### config.mk
export PLATFORM = sky130hd
export DESIGN_NAME = systolic_gemm_engine_flat
export DESIGN_NICKNAME = d
export VERILOG_FILES = /design/src/rtl/systolic_pkg.sv /design/src/rtl/systolic_gemm_engine_if.sv /design/src/rtl/systolic_pe.sv /design/src/rtl/systolic_gemm_engine.sv /design/src/flat_wrapper.sv
export SDC_FILE = /design/constraint.sdc
export NUM_CORES = 2
export LEC_CHECK = 0
export CORE_MARGIN = 8
export CORE_UTILIZATION = 40
export DETAILED_ROUTE_END_ITERATION = 6
export GPL_ROUTABILITY_DRIVEN = 0
export PLACE_DENSITY = 0.64
export RECOVER_POWER = 50
export SLEW_MARGIN = 20
export SYNTH_ARGS = -nofsm -noshare
export SYNTH_HDL_FRONTEND = slang
export SYNTH_HIERARCHICAL = 1
export SYNTH_SLANG_ARGS = --single-unit
### constraint.sdc
create_clock -name clk -period 7.9 [get_ports clk]
set_input_delay 1.185 -clock clk [delete_from_list [all_inputs] [get_ports clk]]
set_output_delay 1.185 -clock clk [all_outputs]
set_load 0.02 [all_outputs]
### src/rtl/systolic_pkg.sv
// rtl/systolic_pkg.sv - shared types, default parameters and saturating add for the GEMM engine
package systolic_pkg;

  localparam int DEF_N      = 4;
  localparam int DEF_DATA_W = 8;
  localparam int DEF_ACC_W  = 16;
  localparam int DEF_SAT_EN = 1;

  typedef enum logic [1:0] {
    S_IDLE    = 2'd0,
    S_LOAD    = 2'd1,
    S_COMPUTE = 2'd2,
    S_DRAIN   = 2'd3
  } state_t;

  // Adds two sign-extended values and clamps the sum to a signed i_w-bit range.
  // o_ovf reports that the exact sum did not fit, which also means a wrap in modulo mode.
  function automatic logic signed [63:0] sat_add(
    input  logic signed [63:0] i_x,
    input  logic signed [63:0] i_y,
    input  int                 i_w,
    output logic               o_ovf
  );
    logic signed [63:0] sum;
    logic signed [63:0] hi;
    logic signed [63:0] lo;
    logic signed [63:0] res;
    sum   = i_x + i_y;
    hi    = (64'sd1 <<< (i_w - 1)) - 64'sd1;
    lo    = -(64'sd1 <<< (i_w - 1));
    o_ovf = 1'b0;
    res   = sum;
    if (sum > hi) begin
      o_ovf = 1'b1;
      res   = hi;
    end else if (sum < lo) begin
      o_ovf = 1'b1;
      res   = lo;
    end
    return res;
  endfunction

endpackage

### src/rtl/systolic_gemm_engine_if.sv
// rtl/systolic_gemm_engine_if.sv - control, load and result handshake bundle of the GEMM engine
interface systolic_gemm_engine_if
  import systolic_pkg::*;
#(
  parameter int N      = DEF_N,
  parameter int DATA_W = DEF_DATA_W,
  parameter int ACC_W  = DEF_ACC_W
) ();

  logic                  start;
  logic                  acc_mode;
  logic                  busy;
  logic                  done;
  logic                  ld_valid;
  logic                  ld_ready;
  logic [N*DATA_W-1:0]   ld_a_col;
  logic [N*DATA_W-1:0]   ld_b_row;
  logic                  c_valid;
  logic                  c_ready;
  logic [N*ACC_W-1:0]    c_row;
  logic                  ovf;

  modport master (
    output start, acc_mode, ld_valid, ld_a_col, ld_b_row, c_ready,
    input  busy, done, ld_ready, c_valid, c_row, ovf
  );

  modport slave (
    input  start, acc_mode, ld_valid, ld_a_col, ld_b_row, c_ready,
    output busy, done, ld_ready, c_valid, c_row, ovf
  );

endinterface

### src/rtl/systolic_pe.sv
// rtl/systolic_pe.sv - one processing element: forwards A right and B down, accumulates a*b
module systolic_pe
  import systolic_pkg::*;
#(
  parameter int DATA_W = DEF_DATA_W,
  parameter int ACC_W  = DEF_ACC_W,
  parameter int SAT_EN = DEF_SAT_EN
) (
  input  logic                     clk,
  input  logic                     rst,
  input  logic                     i_en,
  input  logic                     i_clr,
  input  logic signed [DATA_W-1:0] i_a,
  input  logic signed [DATA_W-1:0] i_b,
  output logic signed [DATA_W-1:0] o_a,
  output logic signed [DATA_W-1:0] o_b,
  output logic signed [ACC_W-1:0]  o_acc,
  output logic                     o_ovf
);

  logic signed [DATA_W-1:0]   r_a;
  logic signed [DATA_W-1:0]   r_b;
  logic signed [ACC_W-1:0]    r_acc;
  logic                       r_ovf;
  logic signed [2*DATA_W-1:0] w_prod;
  logic signed [63:0]         w_acc_ext;
  logic signed [63:0]         w_prod_ext;
  logic signed [63:0]         w_sat;
  logic signed [63:0]         w_wrap;
  logic                       w_range_ovf;
  logic signed [ACC_W-1:0]    w_next;
  logic                       w_unused_hi;

  assign w_prod     = i_a * i_b;
  assign w_acc_ext  = {{(64-ACC_W){r_acc[ACC_W-1]}}, r_acc};
  assign w_prod_ext = {{(64-2*DATA_W){w_prod[2*DATA_W-1]}}, w_prod};
  assign w_unused_hi = ^{w_sat[63:ACC_W], w_wrap[63:ACC_W]};

  // Full-precision sum, then either clamp or keep the low ACC_W bits
  always_comb begin
    w_sat  = sat_add(w_acc_ext, w_prod_ext, ACC_W, w_range_ovf);
    w_wrap = w_acc_ext + w_prod_ext;
    w_next = (SAT_EN != 0) ? w_sat[ACC_W-1:0] : w_wrap[ACC_W-1:0];
  end

  // Operand forwarding registers and the accumulator with its sticky overflow flag
  always_ff @(posedge clk or negedge rst) begin
    if (!rst) begin
      r_a   <= '0;
      r_b   <= '0;
      r_acc <= '0;
      r_ovf <= 1'b0;
    end else begin
      r_a <= i_a;
      r_b <= i_b;
      if (i_clr) begin
        r_acc <= '0;
        r_ovf <= 1'b0;
      end else if (i_en) begin
        r_acc <= w_next;
        if (w_range_ovf) r_ovf <= 1'b1;
      end
    end
  end

  assign o_a   = r_a;
  assign o_b   = r_b;
  assign o_acc = r_acc;
  assign o_ovf = r_ovf;

endmodule

### src/rtl/systolic_gemm_engine.sv
// rtl/systolic_gemm_engine.sv - NxN output-stationary systolic GEMM with load buffers, skew feeder and row drain
module systolic_gemm_engine
  import systolic_pkg::*;
#(
  parameter int N      = DEF_N,
  parameter int DATA_W = DEF_DATA_W,
  parameter int ACC_W  = DEF_ACC_W,
  parameter int SAT_EN = DEF_SAT_EN
) (
  input  logic                 clk,
  input  logic                 rst,
  systolic_gemm_engine_if.slave bus
);

  // One counter serves as beat index in LOAD, skew time t in COMPUTE and row index in DRAIN
  localparam int CNT_W = $clog2(3*N) + 1;

  state_t                   r_state;
  state_t                   w_next_state;
  logic [CNT_W-1:0]         r_cnt;
  logic                     r_done;
  logic signed [DATA_W-1:0] r_a_buf [N][N];
  logic signed [DATA_W-1:0] r_b_buf [N][N];

  logic                     w_ld_fire;
  logic                     w_c_fire;
  logic                     w_clr;
  logic                     w_en;
  logic                     w_last_beat;
  logic                     w_compute_end;
  logic                     w_last_row;
  logic signed [DATA_W-1:0] w_feed_a [N];
  logic signed [DATA_W-1:0] w_feed_b [N];
  logic signed [DATA_W-1:0] w_a [N][N+1];
  logic signed [DATA_W-1:0] w_b [N+1][N];
  logic signed [ACC_W-1:0]  w_acc [N][N];
  logic [N*N-1:0]           w_ovf;
  logic                     w_unused_edge;

  assign w_ld_fire     = (r_state == S_LOAD) && bus.ld_valid;
  assign w_c_fire      = (r_state == S_DRAIN) && bus.c_ready;
  assign w_clr         = (r_state == S_IDLE) && bus.start && !bus.acc_mode;
  assign w_en          = (r_state == S_COMPUTE);
  assign w_last_beat   = (r_cnt == CNT_W'(N-1));
  assign w_compute_end = (r_cnt == CNT_W'(3*N-2));
  assign w_last_row    = (r_cnt == CNT_W'(N-1));

  // State register
  always_ff @(posedge clk or negedge rst) begin
    if (!rst) r_state <= S_IDLE;
    else      r_state <= w_next_state;
  end

  // Next-state logic; start is only looked at in IDLE
  always_comb begin
    w_next_state = r_state;
    case (r_state)
      S_IDLE:    if (bus.start) w_next_state = S_LOAD;
      S_LOAD:    if (w_ld_fire && w_last_beat) w_next_state = S_COMPUTE;
      S_COMPUTE: if (w_compute_end) w_next_state = S_DRAIN;
      S_DRAIN:   if (w_c_fire && w_last_row) w_next_state = S_IDLE;
      default:   w_next_state = S_IDLE;
    endcase
  end

  // Shared counter restarts on every state change and steps on accepted beats, compute cycles and accepted rows
  always_ff @(posedge clk or negedge rst) begin
    if (!rst) begin
      r_cnt <= '0;
    end else if (w_next_state != r_state) begin
      r_cnt <= '0;
    end else if (w_ld_fire || w_en || w_c_fire) begin
      r_cnt <= r_cnt + CNT_W'(1);
    end
  end

  // Done pulses in the first IDLE cycle after the last row is taken
  always_ff @(posedge clk or negedge rst) begin
    if (!rst) r_done <= 1'b0;
    else      r_done <= w_c_fire && w_last_row;
  end

  // Beat k carries column k of A and row k of B
  always_ff @(posedge clk or negedge rst) begin
    if (!rst) begin
      for (int i = 0; i < N; i++) begin
        for (int k = 0; k < N; k++) begin
          r_a_buf[i][k] <= '0;
          r_b_buf[k][i] <= '0;
        end
      end
    end else if (w_ld_fire) begin
      for (int i = 0; i < N; i++) begin
        for (int k = 0; k < N; k++) begin
          if (r_cnt == CNT_W'(k)) begin
            r_a_buf[i][k] <= bus.ld_a_col[i*DATA_W +: DATA_W];
            r_b_buf[k][i] <= bus.ld_b_row[i*DATA_W +: DATA_W];
          end
        end
      end
    end
  end

  // Skew feeder: row i gets A[i][t-i], column j gets B[t-j][j], zero outside the diagonal band
  always_comb begin
    for (int i = 0; i < N; i++) begin
      w_feed_a[i] = '0;
      w_feed_b[i] = '0;
    end
    if (r_state == S_COMPUTE) begin
      for (int i = 0; i < N; i++) begin
        for (int k = 0; k < N; k++) begin
          if (int'(r_cnt) == i + k) begin
            w_feed_a[i] = r_a_buf[i][k];
            w_feed_b[i] = r_b_buf[k][i];
          end
        end
      end
    end
  end

  for (genvar gi = 0; gi < N; gi++) begin : g_edge
    assign w_a[gi][0] = w_feed_a[gi];
    assign w_b[0][gi] = w_feed_b[gi];
  end

  for (genvar gi = 0; gi < N; gi++) begin : g_row
    for (genvar gj = 0; gj < N; gj++) begin : g_col
      systolic_pe #(
        .DATA_W (DATA_W),
        .ACC_W  (ACC_W),
        .SAT_EN (SAT_EN)
      ) u_pe (
        .clk   (clk),
        .rst   (rst),
        .i_en  (w_en),
        .i_clr (w_clr),
        .i_a   (w_a[gi][gj]),
        .i_b   (w_b[gi][gj]),
        .o_a   (w_a[gi][gj+1]),
        .o_b   (w_b[gi+1][gj]),
        .o_acc (w_acc[gi][gj]),
        .o_ovf (w_ovf[gi*N+gj])
      );
    end
  end

  // Operands leaving the far edges of the array have no consumer
  always_comb begin
    w_unused_edge = 1'b0;
    for (int i = 0; i < N; i++) w_unused_edge = w_unused_edge ^ (^{w_a[i][N], w_b[N][i]});
  end

  // Drain mux presents accumulator row r_cnt; held while c_ready is low because r_cnt only moves on accept
  always_comb begin
    bus.c_row = '0;
    if (r_state == S_DRAIN) begin
      for (int r = 0; r < N; r++) begin
        if (r_cnt == CNT_W'(r)) begin
          for (int j = 0; j < N; j++) bus.c_row[j*ACC_W +: ACC_W] = w_acc[r][j];
        end
      end
    end
  end

  assign bus.busy     = (r_state != S_IDLE);
  assign bus.done     = r_done;
  assign bus.ld_ready = (r_state == S_LOAD);
  assign bus.c_valid  = (r_state == S_DRAIN);
  assign bus.ovf      = |w_ovf;

endmodule

### src/flat_wrapper.sv
// flat-port wrapper written by rule: the top's interface ports become plain ports
module systolic_gemm_engine_flat import systolic_pkg::*;
#(
  parameter int N      = DEF_N,
  parameter int DATA_W = DEF_DATA_W,
  parameter int ACC_W  = DEF_ACC_W,
  parameter int SAT_EN = DEF_SAT_EN
)
  (clk, rst, bus_start, bus_acc_mode, bus_ld_valid, bus_ld_a_col, bus_ld_b_row, bus_c_ready, bus_busy, bus_done, bus_ld_ready, bus_c_valid, bus_c_row, bus_ovf);
  systolic_gemm_engine_if #(.N(N), .DATA_W(DATA_W), .ACC_W(ACC_W)) bus_i ();
  input  logic clk;
  input  logic rst;
  input wire logic [$bits(bus_i.start)-1:0] bus_start;
  input wire logic [$bits(bus_i.acc_mode)-1:0] bus_acc_mode;
  input wire logic [$bits(bus_i.ld_valid)-1:0] bus_ld_valid;
  input wire logic [$bits(bus_i.ld_a_col)-1:0] bus_ld_a_col;
  input wire logic [$bits(bus_i.ld_b_row)-1:0] bus_ld_b_row;
  input wire logic [$bits(bus_i.c_ready)-1:0] bus_c_ready;
  output wire logic [$bits(bus_i.busy)-1:0] bus_busy;
  output wire logic [$bits(bus_i.done)-1:0] bus_done;
  output wire logic [$bits(bus_i.ld_ready)-1:0] bus_ld_ready;
  output wire logic [$bits(bus_i.c_valid)-1:0] bus_c_valid;
  output wire logic [$bits(bus_i.c_row)-1:0] bus_c_row;
  output wire logic [$bits(bus_i.ovf)-1:0] bus_ovf;
  assign bus_i.start = bus_start;
  assign bus_i.acc_mode = bus_acc_mode;
  assign bus_i.ld_valid = bus_ld_valid;
  assign bus_i.ld_a_col = bus_ld_a_col;
  assign bus_i.ld_b_row = bus_ld_b_row;
  assign bus_i.c_ready = bus_c_ready;
  assign bus_busy = bus_i.busy;
  assign bus_done = bus_i.done;
  assign bus_ld_ready = bus_i.ld_ready;
  assign bus_c_valid = bus_i.c_valid;
  assign bus_c_row = bus_i.c_row;
  assign bus_ovf = bus_i.ovf;
  systolic_gemm_engine #(.N(N), .DATA_W(DATA_W), .ACC_W(ACC_W), .SAT_EN(SAT_EN)) u_core (.clk(clk), .rst(rst), .bus(bus_i));
endmodule
==> summary.md <==
| Metric | Value |
|---|---|
| Outcome | finished with violations |
| Violated checks | capacitance limit, slew limit |
| Post-DP HPWL | ~180000 um |
| Critical Path RT | ~8.6 ns |
| Sink Count | ~730 |
| Sw Ratio | approximately 45% |
| Worst Tran Pin Value | around 5.5 ns |
| Cell total after placement | between 10000 and 15000 |
| Leak pwr | 44.9 nW |
| Min setup slack post-route | between 0.2 and 0.3 ns |
| Reg power frac | 29.3% |
| Worst IR Drop VDD | 0.000210 V |
| Placement Setup Slack | -0.0754 ns |
| WHS Path Cells | 0 |
| Crit path depth | 21 |
| GR Overflow Total | 0 |
| Crit. End Element | register |
| Max-Cap Viols | 5 |
| Routed len/inst | around 21 um |
| Crit-path cells | ha_1 -> nor4b_4 -> buf_4 -> a221oi_1 -> o21ai_0 -> and2_1 -> inv_1 -> fa_1 -> inv_1 -> fa_1 -> fa_1 -> fa_1 -> fa_1 -> ha_1 -> o21a_1 -> o2111ai_1 -> a21oi_1 -> o21ai_1 -> nand2_2 -> maj3_2 -> a211oi_2 |
| Hold/Removal Path Class | reg -> reg |
| Achievable clock frequency | roughly 130 MHz |
| Reg clk slew, reported paths | approximately 0.060 ns |
| Final Critical Period | approximately 7.6 ns |
| Post-synthesis cell count | about 8000 |
| Mapped Nets | 9907 |
| Initial Utilization | around 40% |
| Non-filler cells, final | 11000 |
| Largest net degree at the start of global routing | about 140 |
| Synthesized area per cell | around 10 um^2 |
| Synth Cell Area | 83600 um^2 |
| Crit-path slowest cell | o21ai_0 |
| Pwr Density | between 200 and 300 nW/um^2 |
| Max Root-Sink Buffers | 3 |
| Final period util | roughly 97% |
| Vias per std cell | between 5 and 6 |
| R2R depth | 21 |
| Core area | ~210000 um^2 |
| Die area | 224000 um^2 |
| DR vias | 59200 |
| # IOs | approximately 140 |
| TritonCTS clock tree | done |
| Placement Rows | between 150 and 200 |
| Setup violators final | 0 |
| Total Wirelength | 231000 um |
| Clock group share of total power | roughly 18% |
| Final hold violation count | 0 |
| Global-route wire length before repair | around 370000 um |
| Top Family by Delay on Critical Path | adder cells |
| Fillers | 19600 |
| Vert. Die Dim | 473 um |
| CP Class | reg -> reg |
| DR iter-0 viols | between 4000 and 5000 |
| Max-slew headroom | -265% |
| Worst path max stage delay | about 0.53 ns |
| Pint | approximately 0.013 W |
| Buf/Inv on CP | 3 |
| RSZ-0062 raised after global routing | true |
| Worst-Skew Late Latency | between 0.7 and 0.8 ns |
| Cts bufs inserted | between 80 and 90 |
| DRC viols | 0 |
| Die Width | approximately 470 um |
| Remaining antenna violation count | 0 |
| Switching power | about 0.010 W |
| Drt pass-1 iters | 6 |
| Comb pwr share | a little over half |
| Clock Skew | 0.0391 ns |
| Cell mode on critical path | fa_1 |
| Max Slew Vio Count | 354 |
| Growth of design area from synthesis to finish | 9.42% |
| Critical Path Fanout Max | 31 |
| CTS H-tree lvls | 3 |
| Vias in the first global route | around 64000 |
| CP Data Arrival Time | approximately 8.3 ns |
| Fraction of layout cells with a size suffix above 1 | between 10% and 20% |
| Warnings from Yosys | 6 |
| Antenna violations before repair | 15 |
| IO Port Bufs | ~140 |
| Nets | 10000 |
| GRT Util Overall | between 20% and 30% |
| Clk root buf | clkbuf_16 |
| Startpoint types | register |
| Hold slack | between 0.4 and 0.5 ns |
## sequential cells by signal, indices dropped and copies added, names as in the netlist
name                           cells
u_core/bus.done                    1
u_core/g_row.g_col.u_pe/o_acc    256
u_core/r_state                     2
u_core/g_row.g_col.u_pe/o_ovf     16
u_core/g_row.g_col.u_pe/o_b       96
u_core/r_cnt                       5
u_core/r_a_buf                   128
u_core/g_row.g_col.u_pe/o_a       96
u_core/r_b_buf                   128
## cell type report
type	instances	area [um^2]	area share (%)
timing repair buffer	315	2820	3.08
antenna	2	5.00	0.00547
inverter	1331	5000	5.47
clock buffer	120	2500	2.74
tap	2805	3510	3.84
clock inverter	39	522	0.570
sequential	728	18200	19.9
multi-input combinational	5658	58900	64.4
## placed cells by master, fill, tap and decap left out, types with 17 or more instances in the layout
cell / n
xnor2_1: 140
o21a_1: 34
xor2_1: 75
a211oi_1: 24
nand2b_1: 49
buf_4: 149
nor3b_1: 21
a211oi_2: 85
nand2_1: 592
nor4_1: 24
mux2_1: 105
mux2_4: 60
clkdlybuf4s50_1: 137
a21oi_1: 174
clkbuf_16: 89
o21bai_1: 28
o211a_1: 25
ha_1: 628
nor3_1: 56
o31ai_1: 95
mux2_2: 92
a221oi_1: 127
a21o_1: 46
nor2_1: 451
dfrtp_1: 728
mux2i_1: 21
o21ai_1: 88
maj3_2: 68
clkbuf_1: 25
maj3_1: 58
o22ai_1: 17
a211o_1: 27
o21ai_0: 108
o221a_1: 28
o211ai_1: 17
fa_1: 1216
nand3_1: 135
and2_1: 532
a21oi_2: 36
inv_1: 1313
## path summary, 6_finish.rpt
kind                                                                 from                                             endpoint  slack (ns)
setup / recovery                              u_core/r_cnt[1]$_DFFE_PN0P_  u_core/g_row[0].g_col[3].u_pe/o_acc[12]$_DFFE_PN0P_        0.27
max in group asynchronous                                             rst                       u_core/r_a_buf[53]$_DFFE_PN0P_        1.05
setup reg to reg                              u_core/r_cnt[1]$_DFFE_PN0P_  u_core/g_row[0].g_col[3].u_pe/o_acc[12]$_DFFE_PN0P_        0.27
min in group asynchronous                                             rst       u_core/g_row[2].g_col[2].u_pe/o_b[0]$_DFF_PN0_        2.41
hold / removal             u_core/g_row[1].g_col[1].u_pe/o_b[7]$_DFF_PN0_       u_core/g_row[2].g_col[1].u_pe/o_b[7]$_DFF_PN0_        0.48
hold reg to reg            u_core/g_row[1].g_col[1].u_pe/o_b[7]$_DFF_PN0_       u_core/g_row[2].g_col[1].u_pe/o_b[7]$_DFF_PN0_        0.48
## per-layer routing
metal	up-vias	GRT usage (%)	part of all wire [%]
met1	30800	27.9	43
met3	361	3.25	5.7
met5	-	0	0.019
met2	1643	33.8	47
li1	26400	-	-
met4	8	7.56	4.2
## stage by stage
step                power [W]  TNS, ns  util (%)  instance area, um^2
floorplan              0.0151        0         -                83600
global placement       0.0186        0      42.4                88400
detailed placement     0.0189   -0.364      42.4                88400
CTS                    0.0234        0      43.8                91500
global route           0.0250  -0.0417      43.8                91500
finish                 0.0233        0      43.8                91500
## worst reg2reg max path, delay by kind of cell (launching register included)
kind | cells | cell delay [ns]
compound gates | 7 | 1.82
flops | 1 | 0.42
simple gates | 3 | 1.11
fa+ha+maj | 8 | 3.47
buf+inv | 3 | 0.71
## power by group through the flow
| stage | combinational (W) | clock [W] | sequential, W |
|---|---|---|---|
| 6_report | 0.0122 | 0.00428 | 0.00681 |
| 5_1_grt | 0.0135 | 0.00452 | 0.00696 |
| 4_1_cts | 0.0122 | 0.00438 | 0.00678 |
| 3_5_place_dp | 0.0121 | 0 | 0.00683 |
| 3_3_place_gp | 0.0118 | 0 | 0.00679 |
| 2_1_floorplan | 0.00917 | 0 | 0.00598 |
## repair_timing
action,CTS,global route
hold buffers,0,0
gates resized for setup,1,7
endpoints found under the hold margin,0,0
pin swaps,0,1
buffers inserted,0,5
endpoints found under the setup margin,5,45
No activity file was read; power rests on OpenSTA's default activity.
